[src/rtl/pipeline_hazard_ctrl_pkg.sv]
// Shared types and helpers for the pipeline stall/flush controller.
// Holds the MDU state encoding, the x0 register index and the per-stage control bundle.
package pipe_ctrl_pkg;

    typedef enum logic [1:0] {
        MDU_IDLE = 2'd0,
        MDU_BUSY = 2'd1,
        MDU_DONE = 2'd2
    } mdu_state_t;

    localparam logic [4:0] REG_X0 = '0;

    typedef struct packed {
        logic stall_if;
        logic stall_id;
        logic stall_ex;
        logic stall_mem;
        logic flush_id;
        logic flush_ex;
        logic bubble_mem;
    } pipe_ctl_t;

    // A source operand depends on the EX destination only if it is actually read and is not x0.
    function automatic logic src_hit(input logic rd_en, input logic [4:0] rs, input logic [4:0] rd);
        return rd_en && (rs == rd) && (rd != REG_X0);
    endfunction

endpackage

[src/rtl/pipeline_hazard_ctrl_mdu_seq.sv]
// MDU start/done handshake sequencer: issues a one-cycle start and holds the pipe
// until the iterative unit reports completion.
module mdu_seq
    import pipe_ctrl_pkg::*;
(
    input  logic clk,
    input  logic rst_n,
    input  logic mdu_req_i,
    input  logic mem_wait_i,
    input  logic mdu_done_i,
    output logic mdu_start_o,
    output logic mdu_hold_o
);

    mdu_state_t state_q, state_d;

    always_comb begin
        mdu_start_o = (state_q == MDU_IDLE) && mdu_req_i && !mem_wait_i;
        mdu_hold_o  = mdu_start_o || (state_q == MDU_BUSY);
        state_d     = state_q;
        unique case (state_q)
            MDU_IDLE: if (mdu_start_o) state_d = MDU_BUSY;
            MDU_BUSY: if (mdu_done_i)  state_d = MDU_DONE;
            // EX/MEM captures the result here; the pipe is free to advance.
            MDU_DONE: state_d = MDU_IDLE;
            default:  state_d = MDU_IDLE;
        endcase
    end

    always_ff @(posedge clk or negedge rst_n) begin
        if (!rst_n) begin
            state_q <= MDU_IDLE;
        end else begin
            state_q <= state_d;
        end
    end

endmodule

[src/rtl/pipeline_hazard_ctrl.sv]
// Central stall/flush controller: load-use, MDU sequencing, DRAM wait freeze with watchdog, EX redirect flush.
// Optional PERF_CNT_EN adds 32-bit stall and flush cycle counters.
module pipeline_hazard_ctrl
    import pipe_ctrl_pkg::*;
#(
    parameter int unsigned MEM_WAIT_MAX = 16
) (
    input  logic        clk,
    input  logic        rst_n,
    input  logic [4:0]  id_rs1_i,
    input  logic [4:0]  id_rs2_i,
    input  logic        id_use_rs1_i,
    input  logic        id_use_rs2_i,
    input  logic        ex_valid_i,
    input  logic [4:0]  ex_wr_i,
    input  logic        ex_rf_we_i,
    input  logic        ex_is_load_i,
    input  logic        ex_is_mdu_i,
    input  logic        ex_redirect_i,
    input  logic        mdu_done_i,
    output logic        mdu_start_o,
    input  logic        mem_req_i,
    input  logic        dram_ready_i,
    output logic        stall_if_o,
    output logic        stall_id_o,
    output logic        stall_ex_o,
    output logic        stall_mem_o,
    output logic        flush_id_o,
    output logic        flush_ex_o,
    output logic        bubble_mem_o,
`ifdef PERF_CNT_EN
    output logic [31:0] perf_stall_cnt_o,
    output logic [31:0] perf_flush_cnt_o,
`endif
    output logic        mem_timeout_o
);

    localparam int unsigned CNT_W = $clog2(MEM_WAIT_MAX + 1);
    localparam logic [CNT_W-1:0] WAIT_MAX = CNT_W'(MEM_WAIT_MAX);

    logic      mem_wait;
    logic      load_use;
    logic      mdu_hold;
    pipe_ctl_t ctl;

    assign mem_wait = mem_req_i & ~dram_ready_i;
    assign load_use = ex_valid_i & ex_is_load_i & ex_rf_we_i &
                      (src_hit(id_use_rs1_i, id_rs1_i, ex_wr_i) |
                       src_hit(id_use_rs2_i, id_rs2_i, ex_wr_i));

    mdu_seq u_mdu_seq (
        .clk         (clk),
        .rst_n       (rst_n),
        .mdu_req_i   (ex_valid_i & ex_is_mdu_i),
        .mem_wait_i  (mem_wait),
        .mdu_done_i  (mdu_done_i),
        .mdu_start_o (mdu_start_o),
        .mdu_hold_o  (mdu_hold)
    );

    // A DRAM wait freezes everything, so a pending redirect simply waits in EX until MEM drains.
    always_comb begin
        ctl = '0;
        if (mem_wait) begin
            ctl.stall_if  = 1'b1;
            ctl.stall_id  = 1'b1;
            ctl.stall_ex  = 1'b1;
            ctl.stall_mem = 1'b1;
        end else if (mdu_hold) begin
            ctl.stall_if   = 1'b1;
            ctl.stall_id   = 1'b1;
            ctl.stall_ex   = 1'b1;
            ctl.bubble_mem = 1'b1;
        end else if (ex_redirect_i) begin
            ctl.flush_id = 1'b1;
            ctl.flush_ex = 1'b1;
        end else if (load_use) begin
            ctl.stall_if = 1'b1;
            ctl.stall_id = 1'b1;
            ctl.flush_ex = 1'b1;
        end
    end

    assign stall_if_o   = ctl.stall_if;
    assign stall_id_o   = ctl.stall_id;
    assign stall_ex_o   = ctl.stall_ex;
    assign stall_mem_o  = ctl.stall_mem;
    assign flush_id_o   = ctl.flush_id;
    assign flush_ex_o   = ctl.flush_ex;
    assign bubble_mem_o = ctl.bubble_mem;

    logic [CNT_W-1:0] wait_cnt_q, wait_cnt_d;
    logic             timeout_q, timeout_d;

    always_comb begin
        wait_cnt_d = '0;
        if (mem_wait) begin
            wait_cnt_d = (wait_cnt_q == WAIT_MAX) ? wait_cnt_q : wait_cnt_q + 1'b1;
        end
        timeout_d = timeout_q | (wait_cnt_d == WAIT_MAX);
    end

    always_ff @(posedge clk or negedge rst_n) begin
        if (!rst_n) begin
            wait_cnt_q <= '0;
            timeout_q  <= 1'b0;
        end else begin
            wait_cnt_q <= wait_cnt_d;
            timeout_q  <= timeout_d;
        end
    end

    assign mem_timeout_o = timeout_q;

`ifdef PERF_CNT_EN
    logic [31:0] perf_stall_q, perf_flush_q;

    always_ff @(posedge clk or negedge rst_n) begin
        if (!rst_n) begin
            perf_stall_q <= '0;
            perf_flush_q <= '0;
        end else begin
            if (ctl.stall_if)                 perf_stall_q <= perf_stall_q + 32'd1;
            if (ctl.flush_id || ctl.flush_ex) perf_flush_q <= perf_flush_q + 32'd1;
        end
    end

    assign perf_stall_cnt_o = perf_stall_q;
    assign perf_flush_cnt_o = perf_flush_q;
`else
    // Performance counters are not built in this configuration.
`endif

endmodule

[config.mk]
export PLATFORM = sky130hd
export DESIGN_NAME = pipeline_hazard_ctrl
export DESIGN_NICKNAME = d
export VERILOG_FILES = /design/src/rtl/pipeline_hazard_ctrl_pkg.sv /design/src/rtl/pipeline_hazard_ctrl_mdu_seq.sv /design/src/rtl/pipeline_hazard_ctrl.sv
export SDC_FILE = /design/constraint.sdc
export NUM_CORES = 1
export LEC_CHECK = 0
export BUFFER_PORTS_ARGS = -buffer_cell sky130_fd_sc_hd__buf_2
export CAP_MARGIN = 40
export CORE_ASPECT_RATIO = 0.9
export CORE_MARGIN = 4
export CORE_UTILIZATION = 37
export CTS_BUF_LIST = sky130_fd_sc_hd__clkbuf_16
export DETAILED_ROUTE_END_ITERATION = 7
export GPL_ROUTABILITY_DRIVEN = 0
export PLACE_DENSITY = 0.72
export REMOVE_ABC_BUFFERS = 1
export SYNTH_ARGS = -nofsm -noshare
export SYNTH_HDL_FRONTEND = slang
export SYNTH_SLANG_ARGS = --single-unit
[constraint.sdc]
create_clock -name clk -period 1.4 [get_ports clk]
set_input_delay 0.21 -clock clk [delete_from_list [all_inputs] [get_ports clk]]
set_output_delay 0.21 -clock clk [all_outputs]
set_load 0.05 [all_outputs]
==> results_dict.tcl <==
set metrics [dict create \
    areaGrowthSynthToFinish_pct 81.9 \
    layout.cells.most_common "buf_2" \
    cp.arrival_ns 1.47 \
    p_sw_share_pct 28.9 \
    leakage_nw 0.521 \
    timing.final.ws_setup_ns -0.282 \
    ios 36 \
    hold_depth 2 \
    power.density_nw_per_um2 1020 \
    avgRoutedWirePerCell_um 14.7 \
    netSwitchingPower_w 0.000311 \
    synth.avg_cell_area_um2 9.07 \
    r2r_setup_slack_ns -0.13 \
    min_to "u_mdu_seq.state_q[0]" \
    grtUsageTotal_pct 15.1 \
    seqPwrFrac_pct 23.2 \
    firstDrtPassIters 4 \
    comb_power_share_pct 33.0 \
    grt_setup_unrepaired "yes" \
    drt_wl_total_mm 1.87 \
    slew_headroom_pct 80.5 \
    crit_required_ns 1.19 \
    endpoint_kind "output pin" \
    nets 143 \
    clock_sinks 8 \
    grt_pass1_wl_mm 2.56 \
    fin_crit_ns 1.68 \
    outcome "complete, but fails checks" \
    antenna_cells 0 \
    critical_path_class "input port to output pin" \
    hp-start "mdu_done_i" \
    htreeDepth 1 \
    synth_cells 64 \
    insertion_delay_ns 0.23 \
    rr_worst_depth 5 \
    yosysWarnings 0 \
    fin_skew_ns 0.000437 \
    netlist_area_um2 581 \
    globalRouteOverflowTotal 0 \
    die_h_um 45.6 \
    clock-root-buffer "clkbuf_16" \
    start_util_pct 39.7 \
    io_buffers 35 \
    grt_max_degree 9 \
    hold_violations 0 \
    fin_setup_tns_ns -1.41 \
    drt_iter0_drc 3 \
    slew_violations 0 \
    pre_cts_ws_ns -0.367 \
    ys_seq_area_share_pct 34.5 \
    avgViaCountPerCell 5.09 \
    path_max_fanout 3 \
    die_x_um 49.8 \
    timing.fmax_mhz 594 \
    maxCapViolCount 0 \
    power_w 0.00108 \
    ant_nets 0 \
    grt_pass1_vias 616 \
    violations "negative setup slack" \
    core_um2 1460 \
    grt_antenna_before_repair 0 \
    via_count 647 \
    hold_path_class "input port to flop" \
    ir_worst_vdd_v 0.00104 \
    p_int_w 0.000765 \
    cts_buffer_depth 2 \
    final_cell_mix "buf_2, buf_4, xor2_1, buf_6, dfrtp_1" \
    ys_ff_latch 8 \
    clk_pin_slew_worst_paths_ns 0.03 \
    timing.rr.end "mem_timeout_o" \
    ys_types 28 \
    final_util_pct 72.1 \
    fin_crit_sh_pct 120 \
    rows 13 \
    setup_violations 7 \
    drc 0 \
    start_kind "input port" \
    reg2reg_from "wait_cnt_q[1]" \
    tritoncts "built" \
    hpwl_mm 1.31 \
    p_clk_share_pct 43.8 \
    worst_pin_slew_ns 0.289 \
    cts-buffers-inserted 3 \
    die_area_um2 2270 \
    drive_above_1_share_pct 56.3 \
]
## worst max path at each step
stage | startpoint | endpoint | slack [ns] | cells past startpoint
2_1_floorplan | id_rs1_i[3] | stall_id_o | -1.84 | 4
3_3_place_gp | id_rs1_i[3] | stall_id_o | -0.33 | 6
3_5_place_dp | ex_wr_i[2] | stall_id_o | -0.37 | 6
4_1_cts | id_rs1_i[3] | stall_id_o | -0.27 | 6
5_1_grt | id_rs1_i[3] | flush_ex_o | -0.44 | 6
6_report | ex_wr_i[1] | flush_ex_o | -0.28 | 5
## per-stage QoR
step | hold slack, ns | cell area [um^2] | cells
6_report | 0.188 | 1060 | 127
5_1_grt | 0.201 | 1060 | 127
4_1_cts | 0.182 | 968 | 125
3_5_place_dp | 0.0563 | 820 | 120
3_3_place_gp | 0.0556 | 820 | 120
2_1_floorplan | -0.0856 | 573 | 63
## layer usage
metal,share of wire [%],up-vias,GRT usage (%)
met5,0,-,0
met4,3.3,0,9.94
met3,3.6,6,0.984
met2,56,18,28.2
met1,37,306,16.9
li1,-,317,-
## cells in the mapped netlist
library cell,number,area (um^2)
a21oi_1,3,15.0
and2_1,1,6.26
ha_1,2,25.0
xnor2_1,2,17.5
nand2b_1,1,6.26
dfrtp_1,8,200
nor3_1,2,10.0
inv_1,8,30.0
o31a_2,1,10.0
nor4_1,3,18.8
and2b_1,1,7.51
o41ai_2,1,16.3
nand3_2,1,10.0
or3_1,1,6.26
nand2_1,3,11.3
and2_0,1,6.26
or2b_1,1,7.51
nand3_1,2,10.0
a32oi_1,1,8.76
buf_4,1,7.51
nor2_1,2,7.51
o31ai_1,2,15.0
o21ai_0,2,10.0
o2111ai_1,1,8.76
o21a_1,1,7.51
xor2_1,10,87.6
and3_1,1,6.26
or4_1,1,7.51
## registers in the layout (all words and copies together) (netlist names)
name,cells
mem_timeout_o,1
u_mdu_seq.state_q,2
wait_cnt_q,5
## power by group through the flow
stage                     Sequential (W)  Clock (W)  Combinational, W
final                           0.000250   0.000471          0.000355
after global routing            0.000251   0.000492          0.000376
after CTS                       0.000249   0.000478          0.000298
after detailed placement        0.000251          0          0.000266
after global placement          0.000251          0          0.000261
after floorplan                 0.000250          0          0.000160
## cell type report
type / instances / area, um^2
clock buffer: 3 / 75.1
fill: 113 / 408
inverter: 8 / 30.0
multi-input combinational: 47 / 399
sequential: 8 / 200
tap: 15 / 18.8
timing repair buffer: 46 / 333
## timing repair
item / 4_1_cts / 5_1_grt
buffers inserted: 1 / 2
pin swaps: 3 / 4
hold buffers: 1 / 0
hold endpoints to repair: 8 / 0
endpoints found under the setup margin: 7 / 9
gates resized for setup: 15 / 20
## worst max-delay path: stages
cell	delay [ns]
buf_2	0.13
or4_1	0.52
o2111ai_1	0.30
o31ai_1	0.12
buf_4	0.20
## logic make-up (layout without fill, tap and decap cells)
group,after synthesis,after routing,share of synthesized area (%)
and+or+nand+nor,21,21,20.9
adders and majority gates,2,2,4.31
AOI/OAI and AO/OA,12,12,15.7
xor gates and xnor gates,12,12,18.1
DFF,8,8,34.5
buffers and inverters,9,57,6.47
Power figures use the tool's default switching activity.
